## src/rtl/food_placer_if.sv

```systemverilog
// Signal bundle between the food placer and its environment: game FSM
// request/status, LFSR value and reseed strobe, occupancy RAM read port.
// master = environment side (requester, LFSR, RAM); slave = food_placer.
interface food_placer_if;
   logic        place_req;
   logic [8:0]  rand_num;
   logic        lfsr_load;
   logic [11:0] lfsr_seed;
   logic [8:0]  occ_addr;
   logic        occ_hit;
   logic [8:0]  food_pos;
   logic        food_valid;
   logic        busy;
   logic        done;
   logic        grid_full;

   modport master (
      output place_req, rand_num, occ_hit,
      input  lfsr_load, lfsr_seed, occ_addr, food_pos, food_valid, busy, done, grid_full
   );

   modport slave (
      input  place_req, rand_num, occ_hit,
      output lfsr_load, lfsr_seed, occ_addr, food_pos, food_valid, busy, done, grid_full
   );
endinterface

```

## src/rtl/food_placer.sv

```systemverilog
// Food placement controller for the snake game.
// Draws random cell indices from the LFSR, rejects out-of-range or occupied
// cells, and after MAX_TRIES random samples falls back to a wrap-around scan
// of the occupancy map. Occupancy RAM read data arrives two cycles after the
// address changes, hence the WAIT state between address and CHECK.
// Optional feature: define FOOD_SEED_EN to reseed the LFSR from a free-running
// counter on the first request after reset.
module food_placer #(
   parameter int GRID_CELLS = 300,
   parameter int MAX_TRIES  = 32
) (
   input  logic         clk,
   input  logic         rst,
   food_placer_if.slave bus
);

   localparam int              TW         = $clog2(MAX_TRIES + 1);
   localparam logic [9:0]      GRID_LIMIT = 10'(GRID_CELLS);
   localparam logic [TW-1:0]   TRY_LIMIT  = TW'(MAX_TRIES);

`ifdef FOOD_SEED_EN
   typedef enum logic [2:0] {IDLE, SEED, SAMPLE, WAIT, CHECK, SCAN} state_t;
`else
   typedef enum logic [2:0] {IDLE, SAMPLE, WAIT, CHECK, SCAN} state_t;
`endif

   state_t        state;
   logic [8:0]    cand;
   logic [TW-1:0] tries;
   logic [9:0]    probes;
   logic          scan_mode;
   logic [8:0]    occ_addr_q;
   logic [8:0]    food_pos_q;
   logic          food_valid_q;
   logic          busy_q;
   logic          done_q;
   logic          grid_full_q;

   // All range comparisons are done on 10-bit zero-extended values so that
   // cand+1 from 511 cannot alias back into range.
   logic [9:0]    rand_ext;
   logic [9:0]    cand_ext;
   logic [9:0]    cand_inc;
   logic [9:0]    scan_next;
   logic [TW-1:0] tries_inc;

   assign rand_ext  = {1'b0, bus.rand_num};
   assign cand_ext  = {1'b0, cand};
   assign cand_inc  = cand_ext + 10'd1;
   assign tries_inc = tries + TW'(1);

   // Next scan candidate: start at 0 if random mode ended on an out-of-range
   // value, otherwise step forward with wrap at the end of the grid.
   always_comb begin
      scan_next = cand_inc;
      if ((probes == 10'd0) && (cand_ext >= GRID_LIMIT))
         scan_next = 10'd0;
      else if (cand_inc >= GRID_LIMIT)
         scan_next = 10'd0;
   end

`ifdef FOOD_SEED_EN
   logic [11:0] counter;
   logic        seed_pending;
   logic        lfsr_load_q;
   logic [11:0] lfsr_seed_q;

   // Free-running entropy source sampled when the LFSR is reseeded.
   always_ff @(posedge clk or posedge rst) begin
      if (rst) counter <= 12'd0;
      else     counter <= counter + 12'd1;
   end

   assign bus.lfsr_load = lfsr_load_q;
   assign bus.lfsr_seed = lfsr_seed_q;
`else
   assign bus.lfsr_load = 1'b0;
   assign bus.lfsr_seed = 12'd0;
`endif

   // Placement FSM with registered status outputs; busy and done are
   // computed from the transition so they line up with the state change.
   always_ff @(posedge clk or posedge rst) begin
      if (rst) begin
         state        <= IDLE;
         cand         <= 9'd0;
         tries        <= '0;
         probes       <= 10'd0;
         scan_mode    <= 1'b0;
         occ_addr_q   <= 9'd0;
         food_pos_q   <= 9'd0;
         food_valid_q <= 1'b0;
         busy_q       <= 1'b0;
         done_q       <= 1'b0;
         grid_full_q  <= 1'b0;
`ifdef FOOD_SEED_EN
         seed_pending <= 1'b1;
         lfsr_load_q  <= 1'b0;
         lfsr_seed_q  <= 12'd0;
`endif
      end else begin
         done_q <= 1'b0;
`ifdef FOOD_SEED_EN
         lfsr_load_q <= 1'b0;
`endif
         case (state)
            IDLE: begin
               if (bus.place_req) begin
                  food_valid_q <= 1'b0;
                  grid_full_q  <= 1'b0;
                  tries        <= '0;
                  scan_mode    <= 1'b0;
                  busy_q       <= 1'b1;
`ifdef FOOD_SEED_EN
                  if (seed_pending) begin
                     seed_pending <= 1'b0;
                     lfsr_load_q  <= 1'b1;
                     lfsr_seed_q  <= (counter[8:0] == 9'd0) ? 12'd1 : counter;
                     state        <= SEED;
                  end else begin
                     state <= SAMPLE;
                  end
`else
                  state <= SAMPLE;
`endif
               end
            end
`ifdef FOOD_SEED_EN
            SEED: state <= SAMPLE;
`endif
            SAMPLE: begin
               cand  <= bus.rand_num;
               tries <= tries_inc;
               if (rand_ext >= GRID_LIMIT) begin
                  if (tries_inc == TRY_LIMIT) begin
                     scan_mode <= 1'b1;
                     probes    <= 10'd0;
                     state     <= SCAN;
                  end
               end else begin
                  occ_addr_q <= bus.rand_num;
                  state      <= WAIT;
               end
            end
            WAIT: state <= CHECK;
            CHECK: begin
               if (!bus.occ_hit) begin
                  food_pos_q   <= cand;
                  food_valid_q <= 1'b1;
                  done_q       <= 1'b1;
                  busy_q       <= 1'b0;
                  state        <= IDLE;
               end else if (!scan_mode) begin
                  if (tries == TRY_LIMIT) begin
                     scan_mode <= 1'b1;
                     probes    <= 10'd0;
                     state     <= SCAN;
                  end else begin
                     state <= SAMPLE;
                  end
               end else if (probes == GRID_LIMIT) begin
                  grid_full_q <= 1'b1;
                  done_q      <= 1'b1;
                  busy_q      <= 1'b0;
                  state       <= IDLE;
               end else begin
                  state <= SCAN;
               end
            end
            SCAN: begin
               occ_addr_q <= scan_next[8:0];
               cand       <= scan_next[8:0];
               probes     <= probes + 10'd1;
               state      <= WAIT;
            end
            default: state <= IDLE;
         endcase
      end
   end

   assign bus.occ_addr   = occ_addr_q;
   assign bus.food_pos   = food_pos_q;
   assign bus.food_valid = food_valid_q;
   assign bus.busy       = busy_q;
   assign bus.done       = done_q;
   assign bus.grid_full  = grid_full_q;

endmodule

```

## src/flat_wrapper.sv

```systemverilog
// flat-port wrapper written by rule: the top's interface ports become plain ports
module food_placer_flat 
#(
   parameter int GRID_CELLS = 300,
   parameter int MAX_TRIES  = 32
)
  (clk, rst, bus_place_req, bus_rand_num, bus_occ_hit, bus_lfsr_load, bus_lfsr_seed, bus_occ_addr, bus_food_pos, bus_food_valid, bus_busy, bus_done, bus_grid_full);
  food_placer_if bus_i ();
  input  logic clk;
  input  logic rst;
  input wire logic [$bits(bus_i.place_req)-1:0] bus_place_req;
  input wire logic [$bits(bus_i.rand_num)-1:0] bus_rand_num;
  input wire logic [$bits(bus_i.occ_hit)-1:0] bus_occ_hit;
  output wire logic [$bits(bus_i.lfsr_load)-1:0] bus_lfsr_load;
  output wire logic [$bits(bus_i.lfsr_seed)-1:0] bus_lfsr_seed;
  output wire logic [$bits(bus_i.occ_addr)-1:0] bus_occ_addr;
  output wire logic [$bits(bus_i.food_pos)-1:0] bus_food_pos;
  output wire logic [$bits(bus_i.food_valid)-1:0] bus_food_valid;
  output wire logic [$bits(bus_i.busy)-1:0] bus_busy;
  output wire logic [$bits(bus_i.done)-1:0] bus_done;
  output wire logic [$bits(bus_i.grid_full)-1:0] bus_grid_full;
  assign bus_i.place_req = bus_place_req;
  assign bus_i.rand_num = bus_rand_num;
  assign bus_i.occ_hit = bus_occ_hit;
  assign bus_lfsr_load = bus_i.lfsr_load;
  assign bus_lfsr_seed = bus_i.lfsr_seed;
  assign bus_occ_addr = bus_i.occ_addr;
  assign bus_food_pos = bus_i.food_pos;
  assign bus_food_valid = bus_i.food_valid;
  assign bus_busy = bus_i.busy;
  assign bus_done = bus_i.done;
  assign bus_grid_full = bus_i.grid_full;
  food_placer #(.GRID_CELLS(GRID_CELLS), .MAX_TRIES(MAX_TRIES)) u_core (.clk(clk), .rst(rst), .bus(bus_i));
endmodule
```

## config.mk

```make
export PLATFORM = sky130hd
export DESIGN_NAME = food_placer_flat
export DESIGN_NICKNAME = d
export VERILOG_FILES = /design/src/rtl/food_placer_if.sv /design/src/rtl/food_placer.sv /design/src/flat_wrapper.sv
export SDC_FILE = /design/constraint.sdc
export NUM_CORES = 1
export LEC_CHECK = 0
export ABC_AREA = 0
export CORE_ASPECT_RATIO = 2
export CORE_MARGIN = 2
export CORE_UTILIZATION = 47
export DETAILED_ROUTE_END_ITERATION = 10
export PLACE_DENSITY_LB_ADDON = 0.12
export SYNTH_ARGS = -nofsm -noshare
export SYNTH_HDL_FRONTEND = slang
export SYNTH_SLANG_ARGS = --single-unit
```

## constraint.sdc

```tcl
create_clock -name clk -period 3.6 [get_ports clk]
set_clock_uncertainty 0.1 [all_clocks]
set_input_delay 0.72 -clock clk [delete_from_list [all_inputs] [get_ports clk]]
set_output_delay 0.72 -clock clk [all_outputs]
set_load 0.02 [all_outputs]
```

==> impl_metrics.json, run 1 <==
{
  "layout_commonest_cell": "dfrtp_1",
  "drc": 0,
  "p_leak_nw": 1.41,
  "holdPathStages": 2,
  "hold_ws_ps": 398,
  "wire_per_inst_um": 15.1,
  "hold_viol": 0,
  "fin_area_um2": 3450,
  "ctsHoldBuffers": 0,
  "synthAdderAreaFrac_pct": 2.51,
  "io_buffers": 34,
  "synth.area.mux_share_pct": 3.72,
  "worst_hold_path.endpoint": "u_core.bus.busy$_DFFE_PP0P_",
  "max_stage_delay_ps": 470,
  "cts-resized-gates": 0,
  "fmax_ghz": 0.356,
  "drtIter0Drc": 119,
  "clk_pin_slew_ps": 60,
  "syn2layout_area_growth_pct": 15.5,
  "cp_data_required_time_ps": 3710,
  "clockBufferDepth": 2,
  "r2r-start": "u_core.cand[1]$_DFFE_PP0P_",
  "yosysSeqAreaShare_pct": 42.7,
  "synth_ff_type": "dfrtp_1",
  "synthSimpleGateAreaFrac_pct": 19.2,
  "setup_tns_ps": 0,
  "gr-usage-all-layers_pct": 21.3,
  "cts.sinks": 51,
  "root_buffer": "clkbuf_16",
  "synth-edff-count": 0,
  "multi_input_area_um2": 1510,
  "cts_buffers": 5,
  "worstSkewPairLatency_ps": 290,
  "synth_top_family_by_area": "compound AO/OA/AOI/OAI gates",
  "grt_max_degree": 37,
  "routed_wl_mm": 6.64,
  "finalSetupViolCount": 0,
  "boundaryPins": 48,
  "dieWidth_um": 60.4,
  "drtAntennaViolNets": 0,
  "cp.arrival_ps": 2920,
  "r2r_slack_ps": 790,
  "dp_hpwl_mm": 4.82,
  "crit_path_start": "u_core.cand[1]$_DFFE_PP0P_",
  "worstPathMaxFanout": 11,
  "insertedDiodeCount": 0,
  "max_cap_violations": 0,
  "start_util_pct": 48.2,
  "grt_pass1_wl_mm": 11.4,
  "rr_worst_depth": 8,
  "critPathKind": "flop to flop",
  "synth_compound_area_share_pct": 21.1,
  "synthesis.area_um2": 2990,
  "dr.pass1.iters": 5,
  "rsz0062_at_grt": "false",
  "synth_top_area_share_pct": 42.7,
  "fin_crit_sh_pct": 78.1,
  "drv_slew": 0,
  "ys_async_sr_fraction_pct": 100,
  "power.density_nw_per_um2": 847,
  "gp_congestion": 0.849,
  "cts_tree": "built",
  "cp-end-kind": "flop",
  "grt_pass1_vias": 2414,
  "slew_headroom_pct": 51.5,
  "layout-drive-gt1-share_pct": 12.2,
  "placed_area_um2": 3300,
  "ys_seq_elements": 51,
  "start_kind": "flop",
  "nets": 371,
  "layout_common_cells": "51 x dfrtp_1, 34 x nand2_1, 34 x clkdlybuf4s50_1, 31 x o21ai_0, 30 x nor2_1",
  "holdCritStartpoint": "u_core.bus.busy$_DFFE_PP0P_",
  "cts_setup_buffers": 0,
  "path_cells": "ha_1, and3_1, nand3_1, a211o_1, a32o_2, a21oi_4, nand2_2, a31oi_2",
  "gr-total-overflow": 0,
  "synth_cell_types": 60,
  "fillers": 591,
  "antenna_found_initial": 0,
  "cp_slowest_cell": "dfrtp_1",
  "fp.dieH_um": 117,
  "seq_area_um2": 1280,
  "ys_warn_count": 0,
  "irDropWorstVdd_mv": 0.438,
  "row_count": 41,
  "finalCriticalPeriod_ps": 2810,
  "die_area_um2": 7060,
  "h-tree-depth": 2,
  "num_vias": 2431,
  "synth-xor-area-share_pct": 2.34,
  "core_um2": 6210,
  "synthCells": 325,
  "avgSynthCellArea_um2": 9.20,
  "synth_top_area_cell": "dfrtp_1",
  "synth.area.top_cells": "dfrtp_1 43%, o21ai_0 5.2%, nand2_1 4.3%",
  "tightestPinTransition_ps": 724,
  "min_path_type": "flop to flop",
  "status": "completed",
  "r2r-end": "u_core.bus.occ_addr[0]$_DFFE_PP0P_",
  "via_per_inst": 5.54
}
==> registers in the layout, summed over array words and instances (netlist names) <==
signal and flops:
u_core.probes 10, u_core.bus.busy 1, u_core.tries 6, u_core.bus.food_pos 9
u_core.bus.occ_addr 9, u_core.cand 9, u_core.scan_mode 1, u_core.state 3
u_core.bus.done 1, u_core.bus.food_valid 1, u_core.bus.grid_full 1
==> per-stage QoR <==
stage	std cells	total power [mW]	setup WS (ps)	utilization, %
2_1_floorplan	337	2.02	1320	-
3_3_place_gp	431	2.40	679	53.1
3_5_place_dp	431	2.43	564	53.1
4_1_cts	439	2.94	827	55.7
5_1_grt	439	3.15	657	55.7
6_report	439	2.92	788	55.7
==> synthesized netlist by cell type, drive strengths merged (2+ instances only) <==
master and instances:
a22o 2, and2 3, nand3 15, buf 25, or2 3, nand2 38, nand2b 4, clkbuf 4
nand4 5, a31oi 8, or3 3, xor2 5, mux2 9, a21oi 17, o211ai 2, o21ai 32
nor2b 3, and3 2, ha 6, nor2 31, nor4 2, inv 10, xnor2 3, a22oi 9
nor3 7, dfrtp 51, o31ai 8
==> worst max-delay path by stage <==
stage / endpoint / slack (ps) / cells after the start
after floorplan: u_core.bus.occ_addr[0]$_DFFE_PP0P_ / 1320 / 11
after global placement: u_core.probes[5]$_DFFE_PP0P_ / 680 / 8
after detailed placement: u_core.probes[3]$_DFFE_PP0P_ / 560 / 8
after CTS: u_core.bus.occ_addr[0]$_DFFE_PP0P_ / 830 / 8
after global routing: u_core.probes[2]$_DFFE_PP0P_ / 660 / 8
final: u_core.bus.occ_addr[0]$_DFFE_PP0P_ / 790 / 8
==> cell families (layout without fill, tap and decap cells) <==
kind of cell,after synthesis,after routing
AOI/OAI and AO/OA,90,90
other,1,13
buffers and inverters,40,56
adders and majority gates,6,6
muxes,10,10
and+or+nand+nor,119,119
DFF,51,51
xor gates and xnor gates,8,8
==> per-layer routing <==
metal  part of all wire, %  global-route usage, %  routed length [µm]
met1                    45                   28.7                2970
met2                    48                   32.3                3220
met3                   3.9                   3.85                 258
met4                   3.0                   11.2                 202
met5                     0                      0                   0
==> power by group <==
group	total (mW)	internal [mW]	leakage (nW)	switching, mW
logic	1.30	0.580	0.740	0.720
registers	1.13	0.817	0.593	0.309
clock network	0.499	0.296	0.0772	0.203
==> cell type report <==
| class | count | area share [%] |
|---|---|---|
| Inverter | 11 | 1.20 |
| Tap cell | 86 | 3.11 |
| Multi-Input combinational cell | 246 | 43.7 |
| Timing Repair Buffer | 37 | 10.5 |
| Clock buffer | 8 | 4.53 |
| Sequential cell | 51 | 36.9 |
==> worst max-delay path: cells and delay by family (launching register included) <==
family / cells / cell delay, ps
AO/OA/AOI/OAI: 4 / 1150
adder cells (fa/ha/maj): 1 / 390
flip-flops: 1 / 470
AND/OR/NAND/NOR: 3 / 620
No activity file was read; power rests on OpenSTA's default activity.
==> inputs of run 2 (changes only) <==
Clock period 3.6 ns to 2.65 ns, I/O delays scaled along.
==> run 2 against run 1 <==
- cell area up 3.2%
- sequential power is 30% higher
- final cell count rose by 3.0%
- sequential cell count is the same
- critical path depth unchanged
- largest power group unchanged
==> impl_metrics.json, run 2 (synthesized netlist as in run 1, its figures left out) <==
{
  "fin_crit_sh_pct": 92.2,
  "power.density_nw_per_um2": 1150,
  "via_per_inst": 5.40,
  "max_cap_violations": 0,
  "worstPathMaxFanout": 11,
  "finalCoreUtilization_pct": 57.4,
  "cp_data_required_time_ps": 2770,
  "finalSetupViolCount": 0,
  "layout_setup_ws_ps": 206,
  "layout_commonest_cell": "dfrtp_1",
  "grt_pass1_vias": 2381,
  "p_leak_nw": 1.48,
  "root_buffer": "clkbuf_16",
  "dr.pass1.iters": 4,
  "clk_pin_slew_ps": 70,
  "dp_hpwl_mm": 5.04,
  "cts-resized-gates": 0,
  "min_path_type": "flop to flop",
  "cts_setup_buffers": 0,
  "h-tree-depth": 2,
  "cts_buffers": 5,
  "boundaryPins": 48,
  "tightestPinTransition_ps": 686,
  "grt_max_degree": 52,
  "core_um2": 6210,
  "start_util_pct": 48.2,
  "drc": 0,
  "gr-usage-all-layers_pct": 20.9,
  "setup_tns_ps": 0,
  "num_vias": 2443,
  "dp_slack_ps": -8.02,
  "worstSkewPairLatency_ps": 290,
  "ctsHoldBuffers": 0,
  "io_buffers": 34,
  "drtAntennaViolNets": 0,
  "cts_tree": "built",
  "r2r-start": "u_core.cand[0]$_DFFE_PP0P_",
  "cts.sinks": 51,
  "holdCritStartpoint": "u_core.bus.busy$_DFFE_PP0P_",
  "gp_congestion": 0.807,
  "irDropWorstVdd_mv": 0.763,
  "layout_common_cells": "51 x dfrtp_1, 34 x nand2_1, 34 x clkdlybuf4s50_1, 31 x o21ai_0, 30 x nor2_1",
  "routed_wl_mm": 6.73,
  "crit_path_start": "u_core.cand[0]$_DFFE_PP0P_",
  "fmax_ghz": 0.409,
  "antenna_found_initial": 0,
  "die_area_um2": 7060,
  "fillers": 551,
  "wire_per_inst_um": 14.9,
  "insertedDiodeCount": 0,
  "rsz0062_at_grt": "false",
  "slew_headroom_pct": 53.8,
  "grt_pass1_wl_mm": 11.2,
  "drv_slew": 0,
  "place_inst": 444,
  "hold_ws_ps": 400,
  "fin_area_um2": 3560,
  "largest_register_ffs": 10,
  "regMostFlops": "u_core.probes",
  "placed_area_um2": 3410,
  "drtIter0Drc": 141,
  "start_kind": "flop",
  "nets": 384,
  "dieWidth_um": 60.4,
  "cp-end-kind": "flop",
  "fin_cells": 452,
  "power_mw": 4.10,
  "syn2layout_area_growth_pct": 19.2,
  "gr-total-overflow": 0,
  "clockBufferDepth": 2,
  "status": "completed",
  "hold_viol": 0,
  "row_count": 41,
  "cp.arrival_ps": 2560,
  "fp.dieH_um": 117,
  "critPathKind": "flop to flop",
  "layout-drive-gt1-share_pct": 15.3,
  "finalCriticalPeriod_ps": 2440
}
## run 2: cell count changes in the layout (fill, tap and decap cells not counted)
cell    previous run  this run
buf_12             0         1
buf_4              3        15
## run 2: final timing paths
path | to | cells past startpoint | slack (ps)
hold / removal | u_core.bus.busy$_DFFE_PP0P_ | 2 | 400
hold reg to reg | u_core.bus.busy$_DFFE_PP0P_ | 2 | 400
setup reg to reg | u_core.bus.occ_addr[0]$_DFFE_PP0P_ | 8 | 210
setup / recovery | u_core.bus.occ_addr[0]$_DFFE_PP0P_ | 8 | 210
min in group asynchronous | u_core.bus.occ_addr[4]$_DFFE_PP0P_ | 3 | 610
max in group asynchronous | u_core.probes[9]$_DFFE_PP0P_ | 3 | 1370
## run 2: where the power goes
part	switching [mW]	leakage, nW	internal [mW]	total [mW]
logic	1.05	0.807	0.895	1.95
registers	0.359	0.593	1.11	1.47
clock network	0.278	0.0772	0.402	0.681
## run 2: final cells by class
type / count / area [µm²] / area share (%)
tap: 86 / 108 / 3.02
inverter: 11 / 41.3 / 1.16
multi-input combinational: 246 / 1510 / 42.4
timing repair buffer: 50 / 473 / 13.3
sequential: 51 / 1280 / 35.8
clock buffer: 8 / 156 / 4.39
## run 2: worst max-delay path, stage by stage (launching register included)
cell and delay, ps:
dfrtp_1 350, ha_1 190, and3_1 280, nand3_1 180, a211o_1 310, a32o_2 260
a21oi_4 390, nand2_2 150, a31oi_2 170
## run 2: routing by layer
metal,wire [µm],GRT usage (%)
met4,151,9.13
met3,297,3.96
met2,3310,32.8
met1,2960,27.8
met5,0,0
==> inputs of run 3 (changes only) <==
Settings changed: CORE_MARGIN 2 to 1.
==> run 3 against run 2 <==
- utilization grew 1.7 points
- first-iteration DRC count down 55%
- final cell count fell by 0.44%
- non-clock buffer count is the same
- critical path depth is the same
- combinational power about the same
- global-route usage rose by 1.2 points
- sequential power hardly changed
- hold slack better by 4.8 ps
- worst setup slack lost 15 ps
- sequential share of layout area fell by 0.14 points
- register-to-register slack hardly changed
- critical endpoint is now u_core.bus.occ_addr[7]$_DFFE_PP0P_
- largest cell class unchanged
==> impl_metrics.json, run 3 (synthesized netlist as in run 1, its figures left out) <==
{
  "status": "completed",
  "core_um2": 6060,
  "grt_max_degree": 52,
  "grt_pass1_vias": 2398,
  "hold_ws_ps": 404,
  "drc": 0,
  "placed_area_um2": 3420,
  "largest_register_ffs": 10,
  "layout-drive-gt1-share_pct": 15.6,
  "cp_num_buf_inv": 0,
  "gp_congestion": 0.862,
  "gr-total-overflow": 0,
  "finalCoreUtilization_pct": 59.1,
  "dr.pass1.iters": 4,
  "regMostFlops": "u_core.probes",
  "cp-end-kind": "flop",
  "grt_pass1_wl_mm": 11.3,
  "layout_setup_ws_ps": 192,
  "power_mw": 4.11,
  "layout_commonest_cell": "dfrtp_1",
  "row_count": 40,
  "rsz0062_at_grt": "false",
  "cts-resized-gates": 0,
  "cp.arrival_ps": 2580,
  "crit_family": "compound AO/OA/AOI/OAI gates",
  "dp_hpwl_mm": 4.81,
  "boundaryPins": 48,
  "fin_area_um2": 3580,
  "cp_data_required_time_ps": 2770,
  "clockBufferDepth": 2,
  "wire_per_inst_um": 14.6,
  "irDropWorstVdd_mv": 0.562,
  "start_kind": "flop",
  "path_cells": "ha_1, and3_1, nand3_1, a211o_1, a32o_2, a21oi_4, nand2_2, a31oi_2",
  "fp.dieH_um": 115,
  "start_util_pct": 49.4,
  "drv_slew": 0,
  "cp_slowest_cell": "dfrtp_1",
  "cts.sinks": 51,
  "ctsHoldBuffers": 0,
  "root_buffer": "clkbuf_16",
  "max_cap_violations": 0,
  "clk_pin_slew_ps": 70,
  "nets": 384,
  "fmax_ghz": 0.407,
  "finalSetupViolCount": 0,
  "grtUsageMet1_pct": 26.2,
  "layout_common_cells": "51 x dfrtp_1, 34 x nand2_1, 34 x clkdlybuf4s50_1, 31 x o21ai_0, 30 x nor2_1",
  "drtAntennaViolNets": 0,
  "setup_tns_ps": 0,
  "io_buffers": 34,
  "finalCriticalPeriod_ps": 2460,
  "place_inst": 442,
  "cts_buffers": 5,
  "max_stage_delay_ps": 490,
  "cts_tree": "built",
  "met3_usage_pct": 4.27,
  "worstSkewPairLatency_ps": 290,
  "use_met2_pct": 35.8,
  "worstPathMaxFanout": 11,
  "h-tree-depth": 2,
  "min_path_type": "flop to flop",
  "dp_slack_ps": 128,
  "antenna_found_initial": 0,
  "busiest_layer": "met2",
  "gr-usage-all-layers_pct": 22.1,
  "hold_viol": 0,
  "slew_headroom_pct": 53.7,
  "critPathKind": "flop to flop",
  "insertedDiodeCount": 0,
  "syn2layout_area_growth_pct": 19.6,
  "tightestPinTransition_ps": 688,
  "num_vias": 2463,
  "fin_crit_sh_pct": 92.8,
  "drtIter0Drc": 64,
  "power.density_nw_per_um2": 1150,
  "dieWidth_um": 58.4,
  "die_area_um2": 6710,
  "p_leak_nw": 1.48,
  "fin_cells": 450,
  "via_per_inst": 5.47,
  "routed_wl_mm": 6.59,
  "cts_setup_buffers": 0
}
run 3: changes by cell type in the layout (fill, tap and decap cells not counted), sizes merged:
cell and change:
clkbuf -1, clkinvlp +1
run 3: report_power, final:
group          switching, mW  leakage [nW]  total (mW)  internal [mW]
Sequential             0.363         0.593        1.47           1.11
Combinational           1.06         0.812        1.95          0.893
Clock                  0.284        0.0761       0.685          0.402
Total                   1.71          1.48        4.11           2.40
run 3: worst paths after layout:
check / from / to / slack (ps) / cells after the start
hold / removal: u_core.probes[9]$_DFFE_PP0P_ / u_core.probes[9]$_DFFE_PP0P_ / 400 / 1
setup / recovery: u_core.cand[1]$_DFFE_PP0P_ / u_core.bus.occ_addr[7]$_DFFE_PP0P_ / 190 / 8
hold reg to reg: u_core.probes[9]$_DFFE_PP0P_ / u_core.probes[9]$_DFFE_PP0P_ / 400 / 1
min in group asynchronous: rst / u_core.bus.grid_full$_DFFE_PP0P_ / 500 / 3
setup reg to reg: u_core.cand[1]$_DFFE_PP0P_ / u_core.bus.occ_addr[7]$_DFFE_PP0P_ / 190 / 8
max in group asynchronous: rst / u_core.bus.food_pos[4]$_DFFE_PP0P_ / 1710 / 3
run 3: final cells by class:
cell class,count,area [µm²]
Fill cell,558,2480
Multi-Input combinational cell,246,1510
Sequential cell,51,1280
Timing Repair Buffer,50,485
Clock buffer,7,153
Tap cell,84,105
Inverter,11,41.3
Clock inverter,1,7.51
run 3: worst reg2reg max path, cell delays in order (launching register included):
cell and delay [ps]:
dfrtp_1 490, ha_1 220, and3_1 180, nand3_1 150
a211o_1 300, a32o_2 260, a21oi_4 390, nand2_2 120
a31oi_2 170
run 3: per-layer routing:
metal / share of wire [%] / vias up / routed length, µm
met4: 4.7 / 0 / 310
met1: 43 / 1182 / 2810
li1: - / 1205 / -
met2: 49 / 55 / 3250
met5: 0 / - / 0
met3: 3.2 / 21 / 211
